**config.mk**
```make
export PLATFORM = sky130hd
export DESIGN_NAME = sync_fifo
export DESIGN_NICKNAME = d
export VERILOG_FILES = /design/src/rtl/sync_fifo_pkg.sv /design/src/rtl/sync_fifo_chk.sv /design/src/rtl/sync_fifo_ram.sv /design/src/rtl/sync_fifo.sv
export SDC_FILE = /design/constraint.sdc
export NUM_CORES = 1
export LEC_CHECK = 0
export ABC_CLOCK_PERIOD_IN_PS = 3200
export CAP_MARGIN = 0
export CORE_ASPECT_RATIO = 0.9
export CORE_MARGIN = 3
export CORE_UTILIZATION = 42
export DETAILED_ROUTE_END_ITERATION = 10
export RECOVER_POWER = 100
export SLEW_MARGIN = 10
export SYNTH_ARGS = -nofsm -noshare
export SYNTH_HDL_FRONTEND = slang
export SYNTH_SLANG_ARGS = --single-unit
```
**constraint.sdc**
```tcl
create_clock -name clk -period 3.2 [get_ports clk]
set_clock_uncertainty 0.2 [all_clocks]
set_input_delay 0.64 -clock clk [delete_from_list [all_inputs] [get_ports clk]]
set_output_delay 0.64 -clock clk [all_outputs]
set_load 0.005 [all_outputs]
```
**src/rtl/sync_fifo_pkg.sv**
```systemverilog
// Shared definitions for the synchronous FIFO: depth and pointer-width
// helpers plus the per-cycle operation encoding used for count updates.
package sync_fifo_pkg;

  // Number of entries addressed by an ADDR_WIDTH-bit index.
  function automatic int fifo_depth(input int addr_width);
    return 1 << addr_width;
  endfunction

  // Pointers carry one extra wrap bit above the memory index.
  function automatic int ptr_width(input int addr_width);
    return addr_width + 1;
  endfunction

  // What the FIFO actually does this cycle: {write accepted, read accepted}.
  typedef enum logic [1:0] {
    OP_IDLE = 2'b00,
    OP_RD   = 2'b01,
    OP_WR   = 2'b10,
    OP_RW   = 2'b11
  } fifo_op_e;

endpackage

```
**src/rtl/sync_fifo_chk.sv**
```systemverilog
// Elaboration-time sanity check on the almost-full / almost-empty levels.
module sync_fifo_chk #(
  parameter int ADDR_WIDTH = 3,
  parameter int AF_LEVEL   = 6,
  parameter int AE_LEVEL   = 1
) ();

  if ((AF_LEVEL < 1) || (AF_LEVEL > (1 << ADDR_WIDTH))) begin : g_af_bad
    $error("sync_fifo: AF_LEVEL=%0d outside 1..DEPTH", AF_LEVEL);
  end

  if ((AE_LEVEL < 0) || (AE_LEVEL > ((1 << ADDR_WIDTH) - 1))) begin : g_ae_bad
    $error("sync_fifo: AE_LEVEL=%0d outside 0..DEPTH-1", AE_LEVEL);
  end

endmodule

```
**src/rtl/sync_fifo_ram.sv**
```systemverilog
// FIFO storage: one write port and one registered read port on a single clock.
// The storage array itself is not reset; only the read register is.
module sync_fifo_ram
  import sync_fifo_pkg::*;
#(
  parameter int DATA_WIDTH = 4,
  parameter int ADDR_WIDTH = 3
) (
  input  logic                  clk,
  input  logic                  rst_n,
  input  logic                  we,
  input  logic [ADDR_WIDTH-1:0] waddr,
  input  logic [DATA_WIDTH-1:0] wdata,
  input  logic                  re,
  input  logic [ADDR_WIDTH-1:0] raddr,
  output logic [DATA_WIDTH-1:0] rdata
);

  localparam int DEPTH = fifo_depth(ADDR_WIDTH);

  logic [DATA_WIDTH-1:0] mem_r [DEPTH];
  logic [DATA_WIDTH-1:0] rdata_r;

  // Store the incoming word; a same-slot read this cycle still sees old data.
  always_ff @(posedge clk) begin
    if (we) begin
      mem_r[waddr] <= wdata;
    end
  end

  // Registered read port; holds its value when no read is performed.
  always_ff @(posedge clk or negedge rst_n) begin
    if (!rst_n) begin
      rdata_r <= {DATA_WIDTH{1'b0}};
    end else if (re) begin
      rdata_r <= mem_r[raddr];
    end
  end

  assign rdata = rdata_r;

endmodule

```
**src/rtl/sync_fifo.sv**
```systemverilog
// Single-clock FIFO: pointers, registered occupancy count, level flags,
// sticky error flags and synchronous flush around sync_fifo_ram.
module sync_fifo
  import sync_fifo_pkg::*;
#(
  parameter int DATA_WIDTH = 4,
  parameter int ADDR_WIDTH = 3,
  parameter int AF_LEVEL   = 6,
  parameter int AE_LEVEL   = 1
) (
  input  logic                  clk,
  input  logic                  rst_n,
  input  logic                  flush,
  input  logic                  wr_en,
  input  logic [DATA_WIDTH-1:0] wdata,
  input  logic                  rd_en,
  output logic [DATA_WIDTH-1:0] rdata,
  output logic                  rvalid,
  output logic                  full,
  output logic                  empty,
  output logic                  almost_full,
  output logic                  almost_empty,
  output logic [ADDR_WIDTH:0]   count,
  output logic                  overflow,
  output logic                  underflow
);

  localparam int            PW      = ptr_width(ADDR_WIDTH);
  localparam logic [PW-1:0] DEPTH_C = PW'(fifo_depth(ADDR_WIDTH));
  localparam logic [PW-1:0] AF_C    = PW'(AF_LEVEL);
  localparam logic [PW-1:0] AE_C    = PW'(AE_LEVEL);
  localparam logic [PW-1:0] ONE_C   = {{ADDR_WIDTH{1'b0}}, 1'b1};

  logic [PW-1:0] wptr_r, rptr_r, count_r, count_nx_s;
  logic          rvalid_r, overflow_r, underflow_r;
  logic          full_s, empty_s, rd_acc_s, wr_acc_s, rd_do_s, wr_do_s;
  fifo_op_e      op_s;

  sync_fifo_chk #(
    .ADDR_WIDTH (ADDR_WIDTH),
    .AF_LEVEL   (AF_LEVEL),
    .AE_LEVEL   (AE_LEVEL)
  ) u_chk ();

  // Flags come straight from the count register so they track it same-cycle.
  assign full_s       = (count_r == DEPTH_C);
  assign empty_s      = (count_r == {PW{1'b0}});
  assign full         = full_s;
  assign empty        = empty_s;
  assign almost_full  = (count_r >= AF_C);
  assign almost_empty = (count_r <= AE_C);
  assign count        = count_r;
  assign rvalid       = rvalid_r;
  assign overflow     = overflow_r;
  assign underflow    = underflow_r;

  // A full FIFO still takes a write when a read frees a slot in the same cycle;
  // an empty FIFO never forwards a same-cycle write to the reader.
  assign rd_acc_s = rd_en & ~empty_s;
  assign wr_acc_s = wr_en & (~full_s | rd_acc_s);
  // Flush suppresses any memory access in its cycle.
  assign rd_do_s  = rd_acc_s & ~flush;
  assign wr_do_s  = wr_acc_s & ~flush;
  assign op_s     = fifo_op_e'({wr_do_s, rd_do_s});

  // Next occupancy: push and pop in one cycle leave it unchanged.
  always_comb begin
    count_nx_s = count_r;
    case (op_s)
      OP_WR:   count_nx_s = count_r + ONE_C;
      OP_RD:   count_nx_s = count_r - ONE_C;
      OP_RW:   count_nx_s = count_r;
      OP_IDLE: count_nx_s = count_r;
      default: count_nx_s = count_r;
    endcase
  end

  // Pointer, count, read-valid and sticky error state.
  always_ff @(posedge clk or negedge rst_n) begin
    if (!rst_n) begin
      wptr_r      <= {PW{1'b0}};
      rptr_r      <= {PW{1'b0}};
      count_r     <= {PW{1'b0}};
      rvalid_r    <= 1'b0;
      overflow_r  <= 1'b0;
      underflow_r <= 1'b0;
    end else if (flush) begin
      wptr_r      <= {PW{1'b0}};
      rptr_r      <= {PW{1'b0}};
      count_r     <= {PW{1'b0}};
      rvalid_r    <= 1'b0;
      overflow_r  <= 1'b0;
      underflow_r <= 1'b0;
    end else begin
      if (wr_do_s) begin
        wptr_r <= wptr_r + ONE_C;
      end
      if (rd_do_s) begin
        rptr_r <= rptr_r + ONE_C;
      end
      count_r     <= count_nx_s;
      rvalid_r    <= rd_do_s;
      overflow_r  <= overflow_r  | (wr_en & ~wr_acc_s);
      underflow_r <= underflow_r | (rd_en & ~rd_acc_s);
    end
  end

  sync_fifo_ram #(
    .DATA_WIDTH (DATA_WIDTH),
    .ADDR_WIDTH (ADDR_WIDTH)
  ) u_ram (
    .clk   (clk),
    .rst_n (rst_n),
    .we    (wr_do_s),
    .waddr (wptr_r[ADDR_WIDTH-1:0]),
    .wdata (wdata),
    .re    (rd_do_s),
    .raddr (rptr_r[ADDR_WIDTH-1:0]),
    .rdata (rdata)
  );

endmodule

```
# Word-level counts from Yosys, hierarchy flattened
# Memories as Yosys holds them, arrays and structs flattened. A register that Yosys moved wholly into a read port is not among the register bits.
# Index checks and enable logic that the tools add are counted.
# Widths: inputs -> output; s select.
# op_classes
n_addsub	4
n_lt_le_gt_ge	2
eq_ne	5
mux	11
bitwise	14
reduce_logical	6
# op_table
op	n
$mux 4	5
$add 4x1->4 const B	3
$pmux 4 s2	1
$and 1x1->1	6
$mux 1	5
$not 1->1	5
$eq 2x2->1 const B	2
$eq 4x4->1 const B	1
$ge 4x3->1 const B	1
$le 4x1->1 const B	1
$logic_not 4->1	1
$reduce_bool 2->1	2
$sub 4x1->4 const B	1
$or 1x1->1	3
$eq 2x1->1 const B	1
$logic_not 2->1	1
$ne 2x1->1 const B	1
$reduce_or 2->1	1
$logic_not 1->1	1
# word_totals
reg_bits	15
ramBits	32
in_bits	9
elab_cells	49
mem_count	1
# memory_table
memory	depth	width	rd	rd_ports_with_merged_regs	wr	line	source
u_ram.mem_r	8	4	1	1	1	sync_fifo_ram.sv:21	logic [DATA_WIDTH-1:0] mem_r [DEPTH];

# Longest topological paths before layout
# Gate-level depths: netlist of run 1.
# depth
ltp_word	9
depth_mapped	10
depth_no_buf	10

# Modules after synthesis
# From an unflattened synthesis of run 1, not the netlist that was laid out.
# unflattened
hier_cells	163
area_unflattened_um2	2212.1
# modules_own_cells
module	instances	cells_each	area_per_inst_um2
sync_fifo_ram	1	87	1456.4
sync_fifo	1	76	755.7

# Worst setup path after synthesis of run 1
# OpenSTA, ideal clock, no wires.
# synth_timing
path_type	register to register
from	register count_r[0] (netlist: count[0])
to	register count_r[3] (netlist: count[3])
setup_ps	132
t_arrival_ps	2383
path_slack_ps	485
path_stages_with_launch	11
n_path_buf	0
period_less_slack_ps	2715
cell_sequence	dfrtp_1 inv_1 ha_1 or3b_1 inv_2 nor3b_4 ha_1 or4b_1 a21oi_1 xnor2_1 nor2_1
# synth_between
elab_cells_between_ends	19
classes_between	add/sub (2); eq/ne (5); mux (2); bitwise (7); reduce/logical (3)
# synth_lines
item	line	source
start: declaration	sync_fifo.sv:34	logic [PW-1:0] wptr_r, rptr_r, count_r, count_nx_s;
start signal: assignment	sync_fifo.sv:83	count_r <= {PW{1'b0}};
start signal: assignment	sync_fifo.sv:90	count_r <= {PW{1'b0}};
start signal: assignment	sync_fifo.sv:101	count_r <= count_nx_s;
$logic_not 4->1 *	sync_fifo.sv:47	assign empty_s = (count_r == {PW{1'b0}});
named net empty	sync_fifo.sv:20	output logic empty,
$not 1->1 *	sync_fifo.sv:59	assign rd_acc_s = rd_en & ~empty_s;
$and 1x1->1 *	sync_fifo.sv:59	
$and 1x1->1 *	sync_fifo.sv:62	assign rd_do_s = rd_acc_s & ~flush;
named net rd_do_s	sync_fifo.sv:36	logic full_s, empty_s, rd_acc_s, wr_acc_s, rd_do_s, wr_do_s;
$eq 2x1->1, or another cell as far along	sync_fifo.sv:69	case (op_s)
$pmux 4 s2 or $reduce_or 2->1 (tied branches)	--	
$mux 4 or $ne 2x1->1 (tied branches)	--	
# Mark *: on every way through the listed nets, which the timed path passes. The rest lies on a longest branch.
# A chain may end at the register's enable or synchronous reset.

# Worst setup path in the final report of run 1
# layout_timing
from	register count_r[1] (netlist: count[1])
to	output port empty
# layout_between
elab_chain_len	1
# layout_lines
item	line
$logic_not 4->1	sync_fifo.sv:47
end: declaration	sync_fifo.sv:20
# No other way between the ends.

==> results.py, run 1 <==
metrics = {
    "global_route": {
        "grt_pass1_wl_microns": 6400,
        "grt_max_degree": 18,
        "grt_pass1_vias": 1245,
        "antenna_found_initial": 0,
        "gr-usage-all-layers": 0.146,
        "grt_remaining_overflow": 0,
    },
    "cells_and_area": {
        "area_growth_pct": 18.0,
        "diodes": 0,
        "drive_gt1_frac": 0.0924,
        "stdcell_count": 249,
        "postLayoutCellArea_sq_mm": 0.00257,
        "nNetsFinal": 199,
    },
    "floorplan": {
        "die_y_microns": 74.3,
        "pin_count": 24,
        "die_x_microns": 81.9,
        "die-area_sq_mm": 0.00609,
        "rows": 24,
        "start_util": 0.443,
        "core_sq_mm": 0.00492,
    },
    "power_and_ir_drop": {
        "p_leak_nw": 0.962,
        "finalPower_w": 0.00140,
        "power.density_mw_per_mm2": 545,
        "irDropWorstVdd_uv": 292,
    },
    "synth": {
        "yosys_register_bits": 49,
        "yosysWarnings": 0,
        "synth_top_area_frac": 0.441,
        "yosys-top-cells-area": "edfxtp_1 (44%), dfrtp_1 (20%), mux2i_1 (9.6%)",
        "synthAdderAreaFrac": 0.0402,
        "syn_area_sq_mm": 0.00218,
        "postSynthAreaPerCell_sq_um": 14.5,
        "async_flop_share": 0.347,
        "synth_xor_area_frac": 0.0281,
        "synth_top_flop_cell": "edfxtp_1",
        "synth_cell_types": 29,
        "ys_top_cells_by_count": "edfxtp_1 (32), mux2i_1 (21), dfrtp_1 (17)",
        "yosys.area_share.simple": 0.104,
        "synth_fp_nets": 166,
        "synth_top_family_by_area": "multiplexers",
        "syn_inst": 150,
        "synth.most_common_cell": "edfxtp_1",
        "muxShareOfSynthArea": 0.138,
        "synth_edf_count": 32,
        "synth_top_area_cell": "edfxtp_1",
        "ys_seq_area_frac": 0.636,
        "synth-compound-area-share": 0.0218,
    },
    "hold_path": {
        "hold_end": "underflow$_DFF_PN0_",
        "min_from": "underflow$_DFF_PN0_",
        "worstHoldPathCells": 2,
        "hold_class": "reg2reg",
    },
    "clock_tree": {
        "ctsRootBufferMaster": "clkbuf_8",
        "clk_path_buf_depth": 2,
        "htreeDepth": 2,
        "clk_pin_slew_ns": 0.09,
        "clock_sinks": 49,
        "cts_tree": "yes",
        "clk_latency_ns": 0.30,
        "cts_made_buffers": 5,
    },
    "routing": {
        "drt-initial-drc-count": 49,
        "vias_per_cell": 5.04,
        "wirelength_microns": 3950,
        "drc": 0,
        "num_vias": 1256,
        "postRouteAntennaNets": 0,
        "avgRoutedWirePerCell_microns": 15.9,
        "drtPass1Iterations": 4,
    },
    "placement": {
        "dp.final_hpwl_microns": 2870,
        "dp_cells": 241,
        "gp_congestion": 0.817,
        "dpl-instance-area_sq_mm": 0.00250,
        "port_buffers": 23,
        "dp_slack_ns": 0.283,
    },
    "worst_setup_path": {
        "crit_start": "count[1]$_DFFE_PN0P_",
        "critPathTopFamily": "buffers and inverters",
        "end_kind": "primary output",
        "path_class": "reg2out",
        "path_cells": "inv_1, ha_2, or3b_1, inv_2, clkdlybuf4s50_1",
        "r2r_start": "count[0]$_DFFE_PN0P_",
        "max_stage_delay_ns": 0.50,
        "cp-start-kind": "register",
        "required_ns": 2.36,
        "crit_buf_inv": 3,
        "crit_arrival_ns": 2.16,
        "reg2reg_depth": 10,
        "path_max_fanout": 7,
        "timing.reg2reg.setup_slack_ns": 0.32,
        "crit_slowest_cell": "clkdlybuf4s50_1",
        "r2r_end": "count[3]$_DFFE_PN0P_",
    },
    "sta": {
        "fin_crit_ns": 3.00,
        "tightest_slew_ns": 0.928,
        "fmax_ghz": 0.333,
        "setup_slack_ns": 0.199,
        "finalCritPeriodShare": 0.938,
        "fin_tns_setup_ns": 0,
        "final_hold_viol_count": 0,
        "report.final.slew_viol_count": 0,
        "setup-violations-final": 0,
        "rsz0062_at_grt": "false",
        "relSlewSlack": 0.381,
    },
    "run": {
        "maxCapViolCount": 0,
    },
    "run_status": {
        "status": "completed",
    },
}
placed cells by master (no fill, tap or decap):
cell	Yosys	layout
nor3b_1	0	1
ha_2	0	1
nand2b_1	3	3
and3b_1	1	1
clkinvlp_4	0	3
xnor2_1	1	1
nor3_1	3	3
clkbuf_8	0	5
or2_0	0	1
nor2_1	16	16
dlygate4sd3_1	0	20
or3_1	1	1
o21ai_0	2	2
nand4b_1	2	2
inv_2	1	1
or4b_1	1	1
a21oi_1	6	6
dfrtp_1	17	17
mux4_2	4	4
nand2_1	5	5
nand3_1	4	4
clkdlybuf4s50_1	0	3
a211oi_1	1	1
nand3b_1	1	1
edfxtp_1	32	32
inv_1	7	7
nand4bb_1	1	1
mux2i_1	21	21
clkbuf_1	2	4
xor2_1	6	6
buf_4	0	3
or3b_1	1	1
ha_1	7	6
routing by layer:
| metal | vias to the layer above | track usage | wire, microns |
|---|---|---|---|
| met3 | 10 | 0.0424 | 183 |
| met1 | 610 | 0.215 | 1930 |
| met2 | 26 | 0.204 | 1760 |
| met4 | 0 | 0.0590 | 72 |
| li1 | 610 | - | - |
| met5 | - | 0 | 0 |
layout make-up:
| type | instances | area, sq um |
|---|---|---|
| clock buffer | 5 | 68.8 |
| clock inverter | 3 | 22.5 |
| fill | 434 | 2350 |
| inverter | 8 | 30.0 |
| multi-input combinational | 89 | 716 |
| sequential | 49 | 1390 |
| tap | 65 | 81.3 |
| timing repair buffer | 30 | 268 |
worst reg2reg max path, delay by kind of cell (launching register included):
kind	cells	cell delay (ns)
compound gates	1	0.17
xor+xnor	1	0.13
simple gates	4	1.07
flops	1	0.48
buf+inv	2	0.18
fa+ha+maj	2	0.53
through the flow:
stage                      util  hold WS, ns
after floorplan               -        0.144
after global placement    0.509        0.288
after detailed placement  0.509        0.285
after CTS                 0.527        0.307
after global routing      0.522        0.334
final                     0.522        0.297
power breakdown:
| group | switching (W) | leakage [nW] | total (W) | internal (W) |
|---|---|---|---|---|
| sequential | 0.0000517 | 0.511 | 0.000772 | 0.000720 |
| combinational | 0.000117 | 0.415 | 0.000270 | 0.000153 |
| clock | 0.000205 | 0.0364 | 0.000358 | 0.000153 |
cell families (layout without fill, tap and decap cells):
| family | count (synthesis) | after routing |
|---|---|---|
| adders and majority gates | 7 | 7 |
| and+or+nand+nor | 41 | 41 |
| buffers and inverters | 12 | 46 |
| AOI/OAI and AO/OA | 9 | 9 |
| muxes | 25 | 25 |
| DFF | 49 | 49 |
| xor gates and xnor gates | 7 | 7 |
state kept, by name (all words and copies together), names as in the netlist:
signal,count
u_ram.mem_r,32
count,4
rptr_r,3
wptr_r,3
rvalid,1
underflow,1
u_ram.rdata,4
overflow,1
how the worst max path moves through the flow:
stage / to / slack [ns] / cells after the start
global placement: count[3]$_DFFE_PN0P_ / 0.35 / 8
CTS: empty / 0.14 / 5
floorplan: count[3]$_DFFE_PN0P_ / 0.48 / 10
finish: empty / 0.20 / 5
global route: empty / 0.05 / 5
detailed placement: count[3]$_DFFE_PN0P_ / 0.28 / 8
timing repair:
| item | CTS | global route |
|---|---|---|
| hold buffers | 0 | 0 |
| buffers inserted | 0 | 0 |
| gates resized for setup | 0 | 1 |
| endpoints found under the hold margin | 0 | 0 |
| endpoints found under the setup margin | 0 | 1 |
Note: power is estimated with default switching activity, not from simulation.
==> run 2: changes to the inputs <==
Settings changed: CAP_MARGIN 0 to 20.
==> results of run 2 <==
Final layout, timing and power as in run 1 (identical DEF).
==> run 3: changes to the inputs <==
Settings changed: ABC_AREA from default to 0, RECOVER_POWER 100 to 50.
==> run 3 against run 2 <==
Compared with the run above:
- sequential share of layout area is 0.47 points lower
- largest power group unchanged
- register-to-register slack better by 0.16 ns
- design area increased by 0.88%
- die area did not move
- power rose by 1.7%
==> results.py, run 3 (synthesis results as in run 1) <==
metrics = {
    "run_status": {
        "status": "completed",
    },
    "global_route": {
        "grt_remaining_overflow": 0,
        "grt_pass1_vias": 1245,
        "grt_max_degree": 18,
        "gr-usage-all-layers": 0.146,
        "grt_pass1_wl_microns": 6400,
        "antenna_found_initial": 0,
    },
    "clock_tree": {
        "cts_setup_buffers": 0,
        "ctsRootBufferMaster": "clkbuf_8",
        "clk_pin_slew_ns": 0.09,
        "clk_path_buf_depth": 2,
        "clock_sinks": 49,
        "cts_made_buffers": 5,
        "clk_latency_ns": 0.30,
        "htreeDepth": 2,
        "cts_tree": "yes",
    },
    "routing": {
        "drc": 0,
        "num_vias": 1251,
        "drt-initial-drc-count": 46,
        "postRouteAntennaNets": 0,
        "drtPass1Iterations": 4,
        "avgRoutedWirePerCell_microns": 15.8,
        "wirelength_microns": 3950,
        "vias_per_cell": 5.02,
    },
    "hold_path": {
        "min_from": "underflow$_DFF_PN0_",
        "hold_end": "underflow$_DFF_PN0_",
        "hold_class": "reg2reg",
        "worstHoldPathCells": 2,
    },
    "floorplan": {
        "die_x_microns": 81.9,
        "die_y_microns": 74.3,
        "die-area_sq_mm": 0.00609,
        "pin_count": 24,
        "rows": 24,
        "start_util": 0.443,
        "core_sq_mm": 0.00492,
    },
    "power_and_ir_drop": {
        "p_leak_nw": 0.958,
        "irDropWorstVdd_uv": 296,
        "power.density_mw_per_mm2": 549,
    },
    "worst_setup_path": {
        "r2r_start": "count[0]$_DFFE_PN0P_",
        "required_ns": 2.36,
        "crit_arrival_ns": 2.18,
        "end_kind": "primary output",
        "reg2reg_depth": 10,
        "path_max_fanout": 7,
        "cp-start-kind": "register",
        "timing.reg2reg.setup_slack_ns": 0.48,
        "r2r_end": "count[3]$_DFFE_PN0P_",
        "path_class": "reg2out",
    },
    "cells_and_area": {
        "largest_reg_flops": 32,
        "fillers": 431,
        "area_growth_pct": 19.1,
        "regArea_sq_mm": 0.00139,
        "top_register": "u_ram.mem_r",
        "layout_common_cells": "edfxtp_1 (32), mux2i_1 (21), dfrtp_1 (17)",
        "nNetsFinal": 199,
        "drive_gt1_frac": 0.114,
        "final_common_cell": "edfxtp_1",
        "multi_input_area_sq_um": 727,
        "diodes": 0,
    },
    "sta": {
        "finalCritPeriodShare": 0.945,
        "fin_crit_ns": 3.02,
        "fmax_ghz": 0.331,
        "final_hold_viol_count": 0,
        "fin_tns_setup_ns": 0,
        "setup_slack_ns": 0.175,
        "rsz0062_at_grt": "false",
        "setup-violations-final": 0,
        "report.final.slew_viol_count": 0,
        "relSlewSlack": 0.374,
        "tightest_slew_ns": 0.940,
    },
    "placement": {
        "dp_slack_ns": 0.283,
        "dp.final_hpwl_microns": 2870,
        "port_buffers": 23,
        "gp_congestion": 0.817,
    },
    "run": {
        "maxCapViolCount": 0,
    },
}
==> run 3: changes by cell type in the layout (fill, tap and decap cells not counted) <==
cell,change
buf_4,+3
clkbuf_1,-3
clkdlybuf4s50_1,+13
dlygate4sd3_1,-13
nor3b_1,-1
nor3b_4,+1
or2_0,-1
or2_1,+1
==> run 3: worst max path at each step <==
stage | from | end | slack [ns]
after CTS | count[1]$_DFFE_PN0P_ | empty | 0.14
after floorplan | count[0]$_DFFE_PN0P_ | count[3]$_DFFE_PN0P_ | 0.48
after detailed placement | rd_en | count[3]$_DFFE_PN0P_ | 0.28
after global placement | rd_en | count[3]$_DFFE_PN0P_ | 0.35
after global routing | count[0]$_DFFE_PN0P_ | empty | 0.02
final | count[1]$_DFFE_PN0P_ | empty | 0.18
==> run 3: report_power, final <==
group,switching (W),total [W],internal [W]
logic,0.000119,0.000291,0.000172
registers,0.0000533,0.000774,0.000720
clock network,0.000205,0.000359,0.000153
==> run 3: what timing repair did <==
| action | CTS | global route |
|---|---|---|
| resized for setup | 0 | 1 |
| hold buffers | 0 | 0 |
| setup endpoints to repair | 0 | 1 |
==> run 3: layout make-up <==
cell class	count	share of cell area
Clock inverter	3	0.00868
Tap cell	65	0.0313
Timing Repair Buffer	30	0.108
Inverter	8	0.0116
Clock buffer	5	0.0265
Multi-Input combinational cell	89	0.280
Sequential cell	49	0.534
==> run 3: layer usage <==
layer  vias up  track usage  share of wire
li1        607            -              -
met1       610        0.215           0.50
met2        24        0.204           0.44
met3        10       0.0424          0.039
met4         0       0.0590          0.018
met5         -            0              0
==> run 3: worst max-delay path: stages (launching register included) <==
cell,delay (ns)
dfrtp_1,0.46
inv_1,0.14
ha_2,0.23
or3b_1,0.42
inv_2,0.13
clkdlybuf4s50_1,0.51
==> run 3: per-stage QoR <==
stage                     utilization  hold WS [ns]  area [sq um]  cells  power, W
after floorplan                     -         0.144          2180    150  0.000940
final                           0.527         0.304          2590    249   0.00142
after CTS                       0.527         0.307          2600    249   0.00144
after global routing            0.527         0.340          2590    249   0.00151
after global placement          0.509         0.288          2500    241   0.00108
after detailed placement        0.509         0.285          2500    241   0.00108
